==> config.mk <==
export PLATFORM = sky130hd
export DESIGN_NAME = rv_top_wrap
export DESIGN_NICKNAME = d
export VERILOG_FILES = /design/src/rtl/rv_top_pkg.sv /design/src/rtl/rv_top_wrap_uart_rx.sv /design/src/rtl/rv_top_wrap.sv
export SDC_FILE = /design/constraint.sdc
export NUM_CORES = 1
export LEC_CHECK = 0
export CAP_MARGIN = 20
export CORE_ASPECT_RATIO = 1.2
export CORE_MARGIN = 4
export CORE_UTILIZATION = 55
export DETAILED_ROUTE_END_ITERATION = 8
export HOLD_SLACK_MARGIN = 0.06
export PLACE_DENSITY = 0.92
export SLEW_MARGIN = 20
export SYNTH_ARGS = -nofsm -noshare
export SYNTH_HDL_FRONTEND = slang
export SYNTH_SLANG_ARGS = --single-unit
==> constraint.sdc <==
create_clock -name clk -period 7.2 [get_ports clk]
set_input_delay 2.16 -clock clk [delete_from_list [all_inputs] [get_ports clk]]
set_output_delay 2.16 -clock clk [all_outputs]
set_load 0.01 [all_outputs]
==> src/rtl/rv_top_pkg.sv <==
// Shared constants and helpers for the rv_top_wrap board I/O shell:
// golden key, debug selects, RX/TX state types, active-low hex to 7-seg.
package rv_top_pkg;

    localparam logic [95:0] KEY_GOLDEN =
        96'h3cf3cf3cf3cf_30c30c_bae_3cf;

    typedef enum logic [4:0] {
        DBG_DATA  = 5'd0,
        DBG_LAST  = 5'd1,
        DBG_COUNT = 5'd2,
        DBG_FERR  = 5'd3,
        DBG_LOCK  = 5'd4
    } dbg_sel_e;

    typedef enum logic [1:0] {
        RX_IDLE, RX_START, RX_DATA, RX_STOP
    } rx_state_e;

    typedef enum logic [1:0] {
        TX_IDLE, TX_START, TX_DATA, TX_STOP
    } tx_state_e;

    // Segment order {g,f,e,d,c,b,a}, 0 = lit.
    function automatic logic [6:0] hex_to_7seg(input logic [3:0] h);
        logic [6:0] s;
        case (h)
            4'h0: s = 7'h40;
            4'h1: s = 7'h79;
            4'h2: s = 7'h24;
            4'h3: s = 7'h30;
            4'h4: s = 7'h19;
            4'h5: s = 7'h12;
            4'h6: s = 7'h02;
            4'h7: s = 7'h78;
            4'h8: s = 7'h00;
            4'h9: s = 7'h10;
            4'hA: s = 7'h08;
            4'hB: s = 7'h03;
            4'hC: s = 7'h46;
            4'hD: s = 7'h21;
            4'hE: s = 7'h06;
            default: s = 7'h0E;
        endcase
        return s;
    endfunction

endpackage

==> src/rtl/rv_top_wrap_uart_rx.sv <==
// 8N1 UART receiver: 2-flop synchronizer plus RX FSM.
// Ports: clk, rst (sync, active-high), rx_i serial in;
// byte_o received byte, byte_valid_o / frame_err_pulse_o 1-cycle pulses.
module rv_top_wrap_uart_rx
    import rv_top_pkg::*;
#(
    parameter int CLKS_PER_BIT = 868
) (
    input  logic       clk,
    input  logic       rst,
    input  logic       rx_i,
    output logic [7:0] byte_o,
    output logic       byte_valid_o,
    output logic       frame_err_pulse_o
);
    localparam int CW = $clog2(CLKS_PER_BIT);
    localparam logic [CW-1:0] LAST = CW'(CLKS_PER_BIT - 1);
    localparam logic [CW-1:0] HALF = CW'(CLKS_PER_BIT / 2 - 1);

    logic [1:0]    sync_q;
    logic          rx_s;
    rx_state_e     state_q, state_d;
    logic [CW-1:0] cnt_q, cnt_d;
    logic [2:0]    bit_q, bit_d;
    logic [7:0]    sh_q, sh_d;

    assign rx_s   = sync_q[1];
    assign byte_o = sh_q;

    always_ff @(posedge clk) begin
        if (rst) begin
            sync_q  <= 2'b11;
            state_q <= RX_IDLE;
            cnt_q   <= '0;
            bit_q   <= '0;
            sh_q    <= '0;
        end else begin
            sync_q  <= {sync_q[0], rx_i};
            state_q <= state_d;
            cnt_q   <= cnt_d;
            bit_q   <= bit_d;
            sh_q    <= sh_d;
        end
    end

    always_comb begin
        state_d           = state_q;
        cnt_d             = cnt_q + 1'b1;
        bit_d             = bit_q;
        sh_d              = sh_q;
        byte_valid_o      = 1'b0;
        frame_err_pulse_o = 1'b0;
        case (state_q)
            RX_IDLE: begin
                cnt_d = '0;
                bit_d = '0;
                if (!rx_s) state_d = RX_START;
            end
            RX_START: begin
                // mid-start re-check rejects glitches
                if (cnt_q == HALF) begin
                    cnt_d   = '0;
                    state_d = rx_s ? RX_IDLE : RX_DATA;
                end
            end
            RX_DATA: begin
                if (cnt_q == LAST) begin
                    cnt_d = '0;
                    sh_d  = {rx_s, sh_q[7:1]};
                    bit_d = bit_q + 1'b1;
                    if (bit_q == 3'd7) state_d = RX_STOP;
                end
            end
            default: begin
                if (cnt_q == LAST) begin
                    cnt_d             = '0;
                    state_d           = RX_IDLE;
                    byte_valid_o      = rx_s;
                    frame_err_pulse_o = !rx_s;
                end
            end
        endcase
    end

endmodule

==> src/rtl/rv_top_wrap.sv <==
// Board I/O shell: UART RX/echo TX, 8-digit 7-seg scan, LEDs, debug view.
// Ports: clk, Rst (sync, active-high), debug, debug_input[4:0], prog, rx,
// key[95:0]; outputs tx, clk_out (clk/2), sev_out[6:0], an[7:0], led[15:0].
// Define RV_TOP_KEY_LOCK_EN to gate all functional I/O on the 96-bit key.
module rv_top_wrap
    import rv_top_pkg::*;
#(
    parameter int CLKS_PER_BIT = 868,
    parameter int REFRESH_BITS = 17
) (
    input  logic        clk,
    input  logic        Rst,
    input  logic        debug,
    input  logic [4:0]  debug_input,
    input  logic        prog,
    input  logic        rx,
    input  logic [95:0] key,
    output logic        tx,
    output logic        clk_out,
    output logic [6:0]  sev_out,
    output logic [7:0]  an,
    output logic [15:0] led
);
    localparam int CW = $clog2(CLKS_PER_BIT);
    localparam logic [CW-1:0] LAST = CW'(CLKS_PER_BIT - 1);

    logic        unlocked;
    logic [7:0]  rx_byte;
    logic        rx_valid, rx_ferr, valid, ferr, echo_go;
    logic        clk_out_q, frame_err_q;
    logic [31:0] data_word_q, rx_count_q, dbg_word, disp_word;
    logic [7:0]  last_byte_q, an_q;
    logic [6:0]  sev_q;
    logic [15:0] led_q;
    logic [REFRESH_BITS-1:0] scan_q;
    logic [2:0]  dig;
    logic [4:0]  nib_idx;
    logic [3:0]  nib;

    tx_state_e     tx_state_q, tx_state_d;
    logic [CW-1:0] tx_cnt_q, tx_cnt_d;
    logic [2:0]    tx_bit_q, tx_bit_d;
    logic [7:0]    tx_sh_q, tx_sh_d;
    logic          tx_q, tx_d;

`ifdef RV_TOP_KEY_LOCK_EN
    logic unlocked_q;
    always_ff @(posedge clk) begin
        if (Rst) unlocked_q <= 1'b0;
        else     unlocked_q <= (key == KEY_GOLDEN);
    end
    assign unlocked = unlocked_q;
`else
    logic unused_key;
    assign unused_key = ^key;
    assign unlocked   = 1'b1;
`endif

    rv_top_wrap_uart_rx #(.CLKS_PER_BIT(CLKS_PER_BIT)) u_rx (
        .clk               (clk),
        .rst               (Rst),
        .rx_i              (rx),
        .byte_o            (rx_byte),
        .byte_valid_o      (rx_valid),
        .frame_err_pulse_o (rx_ferr)
    );

    // a locked shell discards everything the receiver produces
    assign valid   = rx_valid & unlocked;
    assign ferr    = rx_ferr & unlocked;
    assign echo_go = valid & ~prog;

    always_comb begin
        dbg_word = '0;
        case (dbg_sel_e'(debug_input))
            DBG_DATA:  dbg_word = data_word_q;
            DBG_LAST:  dbg_word = {24'h0, last_byte_q};
            DBG_COUNT: dbg_word = rx_count_q;
            DBG_FERR:  dbg_word = {31'h0, frame_err_q};
            DBG_LOCK:  dbg_word = {31'h0, unlocked};
            default:   dbg_word = '0;
        endcase
    end

    assign disp_word = debug ? dbg_word : data_word_q;
    assign dig       = scan_q[REFRESH_BITS-1 -: 3];
    assign nib_idx   = {dig, 2'b00};
    assign nib       = disp_word[nib_idx +: 4];

    always_ff @(posedge clk) begin
        if (Rst) begin
            clk_out_q   <= 1'b0;
            scan_q      <= '0;
            data_word_q <= '0;
            last_byte_q <= '0;
            rx_count_q  <= '0;
            frame_err_q <= 1'b0;
            an_q        <= 8'hFE;
            sev_q       <= hex_to_7seg(4'h0);
            led_q       <= '0;
        end else begin
            clk_out_q <= ~clk_out_q;
            scan_q    <= scan_q + 1'b1;
            if (valid) begin
                last_byte_q <= rx_byte;
                rx_count_q  <= rx_count_q + 1'b1;
                if (prog) data_word_q <= {data_word_q[23:0], rx_byte};
            end
            if (ferr) frame_err_q <= 1'b1;
            an_q  <= unlocked ? ~(8'd1 << dig) : 8'hFF;
            sev_q <= unlocked ? hex_to_7seg(nib) : 7'h7F;
            led_q <= unlocked ? {unlocked, prog, debug, frame_err_q,
                                 4'h0, last_byte_q} : 16'h0;
        end
    end

    always_ff @(posedge clk) begin
        if (Rst) begin
            tx_state_q <= TX_IDLE;
            tx_cnt_q   <= '0;
            tx_bit_q   <= '0;
            tx_sh_q    <= '0;
            tx_q       <= 1'b1;
        end else begin
            tx_state_q <= tx_state_d;
            tx_cnt_q   <= tx_cnt_d;
            tx_bit_q   <= tx_bit_d;
            tx_sh_q    <= tx_sh_d;
            tx_q       <= tx_d;
        end
    end

    always_comb begin
        tx_state_d = tx_state_q;
        tx_cnt_d   = tx_cnt_q + 1'b1;
        tx_bit_d   = tx_bit_q;
        tx_sh_d    = tx_sh_q;
        tx_d       = tx_q;
        case (tx_state_q)
            TX_IDLE: begin
                tx_cnt_d = '0;
                if (echo_go) begin
                    tx_sh_d    = rx_byte;
                    tx_d       = 1'b0;
                    tx_state_d = TX_START;
                end
            end
            TX_START: begin
                if (tx_cnt_q == LAST) begin
                    tx_cnt_d   = '0;
                    tx_bit_d   = '0;
                    tx_d       = tx_sh_q[0];
                    tx_state_d = TX_DATA;
                end
            end
            TX_DATA: begin
                if (tx_cnt_q == LAST) begin
                    tx_cnt_d = '0;
                    if (tx_bit_q == 3'd7) begin
                        tx_d       = 1'b1;
                        tx_state_d = TX_STOP;
                    end else begin
                        tx_sh_d  = tx_sh_q >> 1;
                        tx_d     = tx_sh_q[1];
                        tx_bit_d = tx_bit_q + 1'b1;
                    end
                end
            end
            default: begin
                if (tx_cnt_q == LAST) begin
                    tx_cnt_d   = '0;
                    tx_state_d = TX_IDLE;
                end
            end
        endcase
    end

    assign tx      = tx_q | ~unlocked;
    assign clk_out = clk_out_q;
    assign an      = an_q;
    assign sev_out = sev_q;
    assign led     = led_q;

endmodule

======== After elaboration in Yosys (flattened, before gate mapping) ========
Memories as Yosys holds them, arrays and structs flattened. A register that Yosys moved wholly into a read port is not among the register bits.
Index checks and enable logic that the tools add are counted.
cells by class
  $add $sub $neg .......................... 6
  multipliers ............................. 0
  div/mod/pow operators ................... 0
  order comparisons ....................... 0
  eq/ne operators ......................... 22
  shift operators ......................... 2
  mux-type cells .......................... 38
  bitwise logic cells ..................... 4
  reduce and logical (&&, ||, !) cells .... 20
operator list
  operator                                                                count
  32-bit case mux with 5 select lines                                     1
  32-bit by 1-bit adder with 32-bit output, second input constant         1
  32-bit two-way mux                                                      1
  32-bit by 6-bit indexed part select with 4-bit output                   1
  8-bit two-way mux                                                       3
  2-bit two-way mux                                                       11
  10-bit by 1-bit adder with 10-bit output, second input constant         2
  10-bit equality test, second input constant                             2
  10-bit two-way mux                                                      2
  10-bit case mux with 2 select lines                                     1
  17-bit by 1-bit adder with 17-bit output, second input constant         1
  16-bit two-way mux                                                      1
  8-bit case mux with 2 select lines                                      1
  3-bit two-way mux                                                       4
  2-bit inequality test, second input constant                            6
  2-bit case mux with 3 select lines                                      2
  3-bit case mux with 2 select lines                                      2
  4-bit AND reduction                                                     3
  10-bit by 9-bit equality test with 1-bit output, second input constant  1
  5-bit by 2-bit equality test with 1-bit output, second input constant   2
  5-bit AND reduction                                                     2
  1-bit two-way mux                                                       8
  8-bit inverter                                                          1
  2-bit nonzero test                                                      4
  other kinds (17)                                                        29
storage, ports and cells
  register bits ........................... 164
  latch bits .............................. 0
  memory bits (writable) .................. 0
  bits in read-only memories .............. 112
  input port bits ......................... 106
  output and inout port bits .............. 33
  word-level logic and storage cells ...... 112
  memories kept ........................... 1
memory list
  name             words  width  read ports  clocked after Yosys merged registers in  wr ports  line              text
  (no name shown)  16     7      1           1                                        0         rv_top_pkg.sv:27  case (h)

======== Longest topological paths before layout ========
  depth in word-level cells ............... 6
  depth in mapped cells ................... 15
  depth with buffers taken out ............ 11

======== Cells and area by module ========
Synthesis repeated with hierarchy kept, for this count alone.
unflattened totals
  cells, all modules ...................... 898
  area total of the unflattened synthesis .. 7726.2 µm²
modules (own cells, without submodules)
  module               instances  cells each  area an instance (µm²)  seq. area each (µm²)
  rv_top_wrap          1          781         6643.9                  2842.7
  rv_top_wrap_uart_rx  1          117         1082.3                  500.5

======== Worst setup path before layout ========
No wires, ideal clock.
  kind .................................... in2reg
  from .................................... input port debug_input[0]
  to ...................................... register sev_q[6], in the netlist sev_out[6]
  setup time .............................. 0.122 ns
  arrival ................................. 4.916 ns
  data required time ...................... 7.078 ns
  setup slack ............................. 2.162 ns
  stages on the path ...................... 14
  path buffers ............................ 4
  cells stage by stage .................... buf_6 and3b_1 clkbuf_1 and2_1 clkbuf_1 clkbuf_1 a22oi_1 o221ai_1 a211oi_1 a2bb2oi_1 inv_1 ha_1 mux2_1 a221o_1
on the way
  longest elaborated chain between the ends .. 4
  elaborated cells on any way between the ends .. 8
  classes of those cells .................. 4 x eq/ne; 1 x shift; 2 x mux; 1 x reduce/logical
RTL lines
  item                                                                    line               text
  from (decl)                                                             rv_top_wrap.sv:14  input logic [4:0] debug_input,
  5-bit by 3-bit equality test with 1-bit output (tied with other cells)  rv_top_wrap.sv:75  case (dbg_sel_e'(debug_input))
  32-bit case mux with 5 select lines *                                   rv_top_wrap.sv:75
  32-bit two-way mux *                                                    rv_top_wrap.sv:85  assign disp_word = debug ? dbg_word : data_word_q;
  32-bit by 6-bit indexed part select with 4-bit output *                 rv_top_wrap.sv:88  assign nib = disp_word[nib_idx +: 4];
  to (decl)                                                               rv_top_wrap.sv:33  logic [6:0] sev_q;
Mark *: on every way between the ends. The rest lies on a longest branch, timed or not.
A chain may end at the register's enable or synchronous reset.

======== Worst setup path after layout ========
  from .................................... input port debug_input[1]
  to ...................................... register sev_q[6], in the netlist sev_out[6]
Same word-level chain as after synthesis.

==> impl_results.md <==
- Cells on worst reg2reg path: 8
- # diodes: 0
- Number of synthesized register bits: 167
- Drt via density: 6.02
- Routed WL: 18.0 mm
- Antenna violations before repair: 0
- Placer Congestion: 0.972
- Reg2reg end: sev_out[6]
- DRC viols: 0
- Total GRT Usage: 23.8%
- Yosys warns: 0
- Most frequent cells in the layout: 167 x dfxtp_1, 151 x nand2_1, 111 x nor2_1, 74 x a21oi_1, 40 x nand3_1
- 1st-iter DRT viols: 704
- Ys flop type: dfxtp_1
- Worst-Margin Slew: 1.03 ns
- Leading cell type in the layout, fill and taps excluded: dfxtp_1
- Share of cells above drive strength 1: 5.61%
- FF-to-FF Start: scan_q[14]
- Final worst slack: 1.39 ns
- Run status: finished clean
- Reg-to-reg slack, setup: 3.86 ns
- Crit Path Max Fanout: 16
- Post-CTS Resized: 0
- Mean post-synth cell area: 8.27 um^2
- Die height: 137 um
- Switch share: 22.8%
- CORE AREA: 0.0134 mm^2
- Number of I/O pins: 139
- Ys async rst share: 0%
- Util after Layout: 64.5%
- Part of the Yosys area used for sequential elements: 43.7%
- Synthesized area: 0.00764 mm^2
- Cell variety after synth: 70
- Core Rows: 46
- Clock share of power: 46.7%
- VDD IR-drop max: 0.226 mV
- Vias: 6695
- P_leak: 2.87 nW
- Dominant cell type by area after synthesis: dfxtp_1
- Hold depth: 1
- Post-synth top area share: 43.7%
- Final Cell Area: 0.00864 mm^2
- Clk root buf: clkbuf_16
- First-pass GRT wire length: 30.5 mm
- RSZ-0062 raised after global routing: no
- Worst slew margin: 31.3%
- Vias in the first global route: 6420
- Synth Instances: 924
- Fin crit period: 5.81 ns
- Sink Count: 167
- Top Layer Used: met4
- Antenna viol nets, final: 0
- Die ar.: 0.0159 mm^2
- Combinational Power Share: 5.6%
- Fin. Hold Viols: 0
- DP HPWL: 12.0 mm
- Internal power: 1.55 mW
- Tot Pwr: 2.00 mW
- FMAX: 0.172 GHz
- Max Slew Vio Count: 0
- Metal3 WL: 1.20 mm
- Area after DPL: 0.00804 mm^2
- Max-cap violations: 0
- Metal2 WL: 8.95 mm
- Sw power: 457 uW
- Final setup fails: 0
- WHS Endpoint: clk_out
- Initial core utilization: 57.0%
- WL met1: 7.00 mm
- Nature of the critical path startpoint: primary input
- Synth top area cells: dfxtp_1 44%, nand2_1 7.5%, nor2_1 5.5%
- Reg clk slew, reported paths: 0.06 ns
- Period utilization: 80.7%
- Largest net degree at the start of global routing: 103
- Crit path required time: 7.52 ns
- Worst Setup End Kind: register
- Input/output buffers: 38
- Number of synthesized flops with an enable pin: 0
- Place WS: 1.07 ns
- WL per Instance: 16.1 um
- Setup TNS: 0 ns
- H-tree depth: 4
- Hold Crit Class: register to register
- Worst-Skew Late Latency: 0.44 ns
- Total grt overflow: 0
- Syn-to-layout area delta: 13.1%
- WS Path Type: primary input to register
- Cts bufs inserted: 17
- Worst hold start: clk_out
- Cts hold-fix bufs: 0
- CTS tree: done
- Post-layout nets: 1058
- Max Buffers Root-to-Sink: 2
- Part of the power in registers: 47.7%
- WP data arrival: 6.13 ns
- Post-CTS Setup Bufs: 0
- PD cells: 232 mW/mm^2
- Worst clock skew: 0.0106 ns
- Detailed Routing Iterations Pass 1: 6
- Die X: 116 um
[kinds of logic after synthesis]
group                    count (synthesis)  synth area share [%]
AND/OR/NAND/NOR                        408                  24.6
AO/OA/AOI/OAI                          180                  15.7
flip-flops                             167                  43.7
buffers and inverters                   77                  4.22
XOR/XNOR                                55                  6.30
adder cells (fa/ha/maj)                 19                  3.11
multiplexers                            17                  2.32
other                                    1                0.0491
[cell type report]
type / instances / area [um^2]
fillers: 1035 / 4770
multi-input cells: 683 / 4000
flip-flops and latches: 167 / 3340
clock buffers: 20 / 457
repair buffers: 42 / 408
well taps: 168 / 210
clock inverters: 11 / 148
inverters: 22 / 82.6
[how the worst max path moves through the flow]
stage,startpoint,end,slack [ns],depth (start not counted)
global placement,debug_input[1],sev_out[6],1.16,11
finish,debug_input[1],sev_out[6],1.39,11
floorplan,debug_input[0],sev_out[6],2.16,14
global route,debug_input[1],sev_out[1],1.21,11
detailed placement,debug_input[1],sev_out[6],1.07,11
CTS,debug_input[1],sev_out[6],1.50,11
[cell usage after synthesis (all sizes together), types with 2 or more instances]
| master | number |
|---|---|
| a2bb2oi | 3 |
| xor2 | 33 |
| nand2b | 7 |
| or4 | 3 |
| mux2i | 11 |
| or3 | 10 |
| a311oi | 2 |
| o21a | 3 |
| nand3 | 40 |
| nand4 | 14 |
| inv | 21 |
| a31oi | 12 |
| o221ai | 2 |
| a221o | 2 |
| o211ai | 7 |
| a22o | 2 |
| a211o | 3 |
| a221oi | 9 |
| clkbuf | 43 |
| or2 | 4 |
| and4 | 4 |
| and2 | 7 |
| nor2 | 111 |
| a22oi | 11 |
| ha | 19 |
| nand2 | 152 |
| dfxtp | 167 |
| a41o | 2 |
| o2bb2ai | 5 |
| a31o | 2 |
| xnor2 | 22 |
| nor3 | 13 |
| mux2 | 6 |
| nor2b | 23 |
| a21oi | 75 |
| and3 | 6 |
| o21ai | 19 |
| buf | 12 |
| nor4 | 8 |
| a211oi | 9 |
| a21o | 3 |
[critical path: stages]
cell             delay, ns
clkdlybuf4s50_1       0.76
and3b_1               0.50
and2_1                0.41
a22oi_1               0.27
o221ai_1              0.18
a32oi_1               0.22
a2bb2oi_1             0.55
inv_1                 0.19
ha_1                  0.29
mux2_1                0.30
a221o_1               0.30
[power groups by stage]
stage / Combinational (mW) / Sequential, mW / Clock (mW)
2_1_floorplan: 0.0829 / 0.974 / 0
5_1_grt: 0.126 / 0.958 / 0.981
3_3_place_gp: 0.106 / 0.975 / 0
6_report: 0.112 / 0.956 / 0.937
3_5_place_dp: 0.110 / 0.976 / 0
4_1_cts: 0.111 / 0.956 / 0.943
[per-stage QoR]
step | instances | hold WS, ns
after floorplan | 927 | 0.389
after global placement | 1082 | 0.398
after detailed placement | 1082 | 0.398
after CTS | 1113 | 0.407
after global routing | 1113 | 0.439
final | 1113 | 0.403
[registers in the layout, indices dropped and copies added (netlist names), 10 cells and up]
signal       cells
rx_count_q      32
scan_q          17
data_word_q     32
u_rx.cnt_q      10
led             12
tx_cnt_q        10
[per-layer routing]
layer / vias to the layer above / global-route usage (%)
met3: 84 / 5.48
met5: - / 0
met4: 0 / 12.3
met1: 3135 / 28.1
li1: 3195 / -
met2: 281 / 40.2
Power figures use the tool's default switching activity.
